==> config.mk <==
export PLATFORM = sky130hd
export DESIGN_NAME = mem_sram_ctrl
export DESIGN_NICKNAME = d
export VERILOG_FILES = /design/src/rtl/mem_sram_ctrl_pkg.sv /design/src/rtl/mem_sram_ctrl.sv
export SDC_FILE = /design/constraint.sdc
export NUM_CORES = 1
export LEC_CHECK = 0
export ABC_AREA = 1
export BUFFER_PORTS_ARGS = -buffer_cell sky130_fd_sc_hd__buf_4
export CORE_ASPECT_RATIO = 0.6
export CORE_MARGIN = 2
export CORE_UTILIZATION = 40
export CTS_CLUSTER_SIZE = 8
export DETAILED_ROUTE_END_ITERATION = 10
export GPL_TIMING_DRIVEN = 1
export HOLD_SLACK_MARGIN = 0.03
export PLACE_DENSITY = 0.66
export SYNTH_ARGS = -nofsm -noshare
export SYNTH_HDL_FRONTEND = slang
export SYNTH_SLANG_ARGS = --single-unit
export TNS_END_PERCENT = 100
==> constraint.sdc <==
create_clock -name clk -period 2.2 [get_ports clk]
set_clock_uncertainty 0.1 [all_clocks]
set_input_delay 0.11 -clock clk [delete_from_list [all_inputs] [get_ports clk]]
set_output_delay 0.11 -clock clk [all_outputs]
set_load 0.1 [all_outputs]
==> src/rtl/mem_sram_ctrl_pkg.sv <==
// Shared constants and state encoding for the two-half-access SRAM data-memory controller.
package mem_sram_ctrl_pkg;

   localparam int DEF_WORD_WIDTH      = 32;
   localparam int DEF_SRAM_DATA_WIDTH = 16;
   localparam int DEF_SRAM_ADDR_WIDTH = 18;
   localparam int DEF_WAIT_CYCLES     = 2;
   localparam int DEF_BASE_ADDR       = 1024;

   typedef enum logic [1:0] {
      ST_IDLE = 2'd0,
      ST_LO   = 2'd1,
      ST_HI   = 2'd2,
      ST_DONE = 2'd3
   } state_t;

endpackage

==> src/rtl/mem_sram_ctrl.sv <==
// Runs one 32-bit CPU load/store as two 16-bit accesses (low half, then high half) on an
// async SRAM; ready stays low while an access is outstanding so the pipeline freezes.
module mem_sram_ctrl
   import mem_sram_ctrl_pkg::*;
#(
   parameter int WORD_WIDTH      = DEF_WORD_WIDTH,
   parameter int SRAM_DATA_WIDTH = DEF_SRAM_DATA_WIDTH,
   parameter int SRAM_ADDR_WIDTH = DEF_SRAM_ADDR_WIDTH,
   parameter int WAIT_CYCLES     = DEF_WAIT_CYCLES,
   parameter int BASE_ADDR       = DEF_BASE_ADDR
) (
   input  logic                       clk,
   input  logic                       rst,
   input  logic                       MEM_R_EN,
   input  logic                       MEM_W_EN,
   input  logic [WORD_WIDTH-1:0]      address,
   input  logic [WORD_WIDTH-1:0]      write_data,
   output logic [WORD_WIDTH-1:0]      read_data,
   output logic                       ready,
   output logic [SRAM_ADDR_WIDTH-1:0] sram_addr,
   output logic [SRAM_DATA_WIDTH-1:0] sram_dq_out,
   output logic                       sram_dq_oe,
   input  logic [SRAM_DATA_WIDTH-1:0] sram_dq_in,
   output logic                       sram_we_n,
   output logic                       sram_oe_n
);

   localparam int CNT_W  = $clog2(WAIT_CYCLES + 1);
   localparam int HALF_W = SRAM_ADDR_WIDTH - 1;

   state_t                    state;
   logic [CNT_W-1:0]          cnt;
   logic                      op_wr;
   logic [HALF_W-1:0]         half_base;
   logic [WORD_WIDTH-1:0]     wdata;
   logic                      req;
   logic                      last;
   logic [WORD_WIDTH-1:0]     phys;
   logic                      unused_phys;

   assign req  = MEM_R_EN | MEM_W_EN;
   assign last = (cnt == CNT_W'(WAIT_CYCLES - 1));
   // Byte address relative to the SRAM window; wraps mod 2^32 and the top bits simply drop off.
   assign phys = address - WORD_WIDTH'(BASE_ADDR);
   assign unused_phys = ^{phys[WORD_WIDTH-1:SRAM_ADDR_WIDTH+1], phys[1:0]};

   function automatic logic [SRAM_ADDR_WIDTH-1:0] half_addr(input logic [HALF_W-1:0] base,
                                                          input logic hi);
      return {base, hi};
   endfunction

   always_comb begin
      ready = 1'b0;
      case (state)
         ST_IDLE: ready = ~req;
         ST_DONE: ready = 1'b1;
         default: ready = 1'b0;
      endcase
   end

   always_ff @(posedge clk or negedge rst) begin
      if (!rst) begin
         state       <= ST_IDLE;
         cnt         <= '0;
         op_wr       <= 1'b0;
         half_base   <= '0;
         wdata       <= '0;
         read_data   <= '0;
         sram_addr   <= '0;
         sram_dq_out <= '0;
         sram_dq_oe  <= 1'b0;
         sram_we_n   <= 1'b1;
         sram_oe_n   <= 1'b1;
      end else begin
         case (state)
            ST_IDLE: begin
               if (req) begin
                  state     <= ST_LO;
                  cnt       <= '0;
                  op_wr     <= MEM_W_EN;
                  half_base <= phys[SRAM_ADDR_WIDTH:2];
                  wdata     <= write_data;
                  sram_addr <= half_addr(phys[SRAM_ADDR_WIDTH:2], 1'b0);
                  // Simultaneous read and write requests resolve to a write.
                  if (MEM_W_EN) begin
                     sram_we_n   <= 1'b0;
                     sram_oe_n   <= 1'b1;
                     sram_dq_oe  <= 1'b1;
                     sram_dq_out <= write_data[SRAM_DATA_WIDTH-1:0];
                  end else begin
                     sram_we_n   <= 1'b1;
                     sram_oe_n   <= 1'b0;
                     sram_dq_oe  <= 1'b0;
                  end
               end
            end
            ST_LO: begin
               if (last) begin
                  state     <= ST_HI;
                  cnt       <= '0;
                  sram_addr <= half_addr(half_base, 1'b1);
                  if (op_wr) sram_dq_out <= wdata[WORD_WIDTH-1:SRAM_DATA_WIDTH];
                  else       read_data[SRAM_DATA_WIDTH-1:0] <= sram_dq_in;
               end else begin
                  cnt <= cnt + 1'b1;
               end
            end
            ST_HI: begin
               if (last) begin
                  state      <= ST_DONE;
                  cnt        <= '0;
                  sram_we_n  <= 1'b1;
                  sram_oe_n  <= 1'b1;
                  sram_dq_oe <= 1'b0;
                  if (!op_wr) read_data[WORD_WIDTH-1:SRAM_DATA_WIDTH] <= sram_dq_in;
               end else begin
                  cnt <= cnt + 1'b1;
               end
            end
            ST_DONE: begin
               // A request still held here is the one just served; the next is taken in IDLE.
               state <= ST_IDLE;
               cnt   <= '0;
            end
            default: begin
               state <= ST_IDLE;
               cnt   <= '0;
            end
         endcase
      end
   end

endmodule

==> results.yml <==
cells_and_area:
  areaGrowthSynthToFinish_pct: 46.7
  num_antenna_cells: 0
  final_nets: 872
  drive_above_1_share_pct: 22.9
  nFillCells: 980
timing:
  rsz0062_at_grt: "false"
  slew_headroom_pct: 66.3
  period_minus_slack_ps: 2010
  hold_violations: 0
  setup_viol: 0
  tightest_slew_ps: 506
  fin_crit_sh_pct: 91.2
  slew_violations: 0
  max_freq_ghz: 0.499
  fin_setup_tns_ps: 0
drt:
  postRouteAntennaNets: 0
  wl_mm: 12.7
  drt_pass1_iterations: 5
  wl_per_cell_um: 13.4
  drt-initial-drc-count: 303
  vias_per_cell: 4.60
  drc_errors: 0
  dr_total_vias: 4356
synth:
  synth_area_um2: 4720
  yosys.area.top_type: "dfrtp_1"
  synth_cells: 580
  yosys-top-cells-area: "dfrtp_1 (56%), nand2_1 (22%), o21ai_0 (5.4%)"
  synth_nets: 670
  synth_area_per_cell_um2: 8.13
  yosys_warnings: 0
  synth_cell_types: 25
  ys_ff_latch: 107
  seq_area_frac_synth_pct: 56.8
  synth_top_area_share_pct: 55.7
hold_path:
  hp-class: "in -> reg"
clock_network:
  clkTransAtPathRegs_ps: 70
  cts_tree: "yes"
  cts_made_buffers: 9
  htreeDepth: 3
  insertion_delay_ps: 340
  cts_buffer_depth: 2
  cts_sinks: 107
  clockRootBuffer: "clkbuf_16"
critical_path:
  path_max_fanout: 24
  arrival_ps: 2140
  critPathCaptureType: "register"
  start_kind: "register"
  rrSetupSlack_ps: 190
  required_ps: 2330
  path_class: "reg -> reg"
global_route:
  grt_pass1_vias: 4323
  grt_max_degree: 45
  antenna_found_initial: 0
  grtUsageTotal_pct: 20.6
  grt-ovfl-total: 0
  grt_first_pass_wirelength_mm: 20.5
floorplanning:
  dieArea_um2: 12700
  ios: 154
  start_util_pct: 41.3
  dieHeight_um: 88.1
  fp.dieW_um: 144
  rows: 30
  coreArea_um2: 11400
run_status:
  status: "completed"
place:
  hpwl_mm: 8.67
  portBuffers: 138
  place_congestion: 0.796
flow_run:
  maxCapViolations: 0
[stage by stage]
step	cells	setup slack, ps	util [%]	cell area, um^2	hold WS, ps
after floorplan	580	188	-	4720	-286
after global placement	866	277	52.2	5950	4.90
after detailed placement	866	204	52.2	5950	14.2
after CTS	947	48.4	60.5	6910	37.5
after global routing	947	16.9	60.6	6920	85.5
final	947	194	60.6	6920	49.6
[registers in the layout, summed over array words and instances, names as in the netlist]
name         count
cnt              2
half_base       17
op_wr            1
read_data       32
sram_addr       18
sram_dq_oe       1
sram_dq_out     16
sram_oe_n        1
sram_we_n        1
state            2
wdata           16
[critical path, stage by stage, from the launching register on]
cell	delay, ps
dfrtp_1	420
inv_1	120
ha_1	190
buf_4	260
nand2_1	150
o21ai_4	130
buf_4	330
nor2_1	70
nand2_1	70
nand2_1	50
[layout make-up]
class	instances	area, um^2	share of cell area, %
Clock inverter	5	61.3	0.886
Tap cell	160	200	2.89
Inverter	50	190	2.75
Clock buffer	11	243	3.51
Timing Repair Buffer	216	1800	26.1
Multi-Input combinational cell	398	1740	25.2
Sequential cell	107	2680	38.7
[layer usage]
| layer | wire (um) | vias up | global-route usage, % |
|---|---|---|---|
| li1 | - | 2192 | - |
| met1 | 6180 | 2035 | 28.6 |
| met2 | 5760 | 118 | 33.5 |
| met3 | 615 | 11 | 4.26 |
| met4 | 142 | 0 | 5.47 |
| met5 | 0 | - | 0 |
[kinds of logic after synthesis]
logic type	Yosys count	synth area share, %
xor gates and xnor gates	2	0.371
and+or+nand+nor	319	26.3
buffers and inverters	75	6.45
DFF	107	56.8
adders and majority gates	6	1.59
AOI/OAI and AO/OA	71	8.51
[Yosys cell counts]
cell type / count
nand2_1: 273
dfrtp_1: 105
o21ai_0: 51
inv_1: 47
nor2_1: 28
clkbuf_1: 13
nand3_1: 13
o211ai_1: 11
buf_2: 10
ha_1: 6
a21oi_1: 3
a31oi_1: 3
buf_4: 2
dfstp_2: 2
inv_2: 2
xor2_1: 2
inv_4: 1
nand2_2: 1
nor2_2: 1
nor2_8: 1
nor3_1: 1
o21ai_1: 1
o21ai_2: 1
o21ai_4: 1
or2_2: 1
[cell usage in the layout (no fill, tap or decap), types with 2 or more instances in the layout]
cell type      synthesis  final
o21ai_0               51     51
nand3_1               13     13
nor2_2                 1      3
clkbuf_16              0      9
inv_1                 47     47
dfrtp_1              105    105
inv_2                  2      2
a21oi_1                3      3
ha_1                   6      5
buf_4                  2    149
dlygate4sd3_1          0     65
clkinvlp_4             0      3
a31oi_1                3      3
nand2_1              273    273
o211ai_1              11     11
dfstp_2                2      2
nor2_1                28     26
xor2_1                 2      2
[what timing repair did]
item,CTS,global route
hold buffers,65,0
endpoints found under the hold margin,125,0
resized for setup,0,4
buffers inserted,0,0
setup endpoints to repair,0,1
[path summary, 6_finish.rpt]
path,startpoint,to,depth (start not counted)
worst max-delay path,state[1],sram_addr[12],9
worst min-delay path,address[18],sram_addr[17],5
worst max register to register,state[1],sram_addr[12],9
worst min register to register,sram_we_n,sram_we_n,2
max in group asynchronous,rst,sram_oe_n,3
min in group asynchronous,rst,sram_addr[7],2
Power is left out: the tool's default activity adds up to more than one toggle a clock period on the data nets, which glitch-free logic cannot reach.
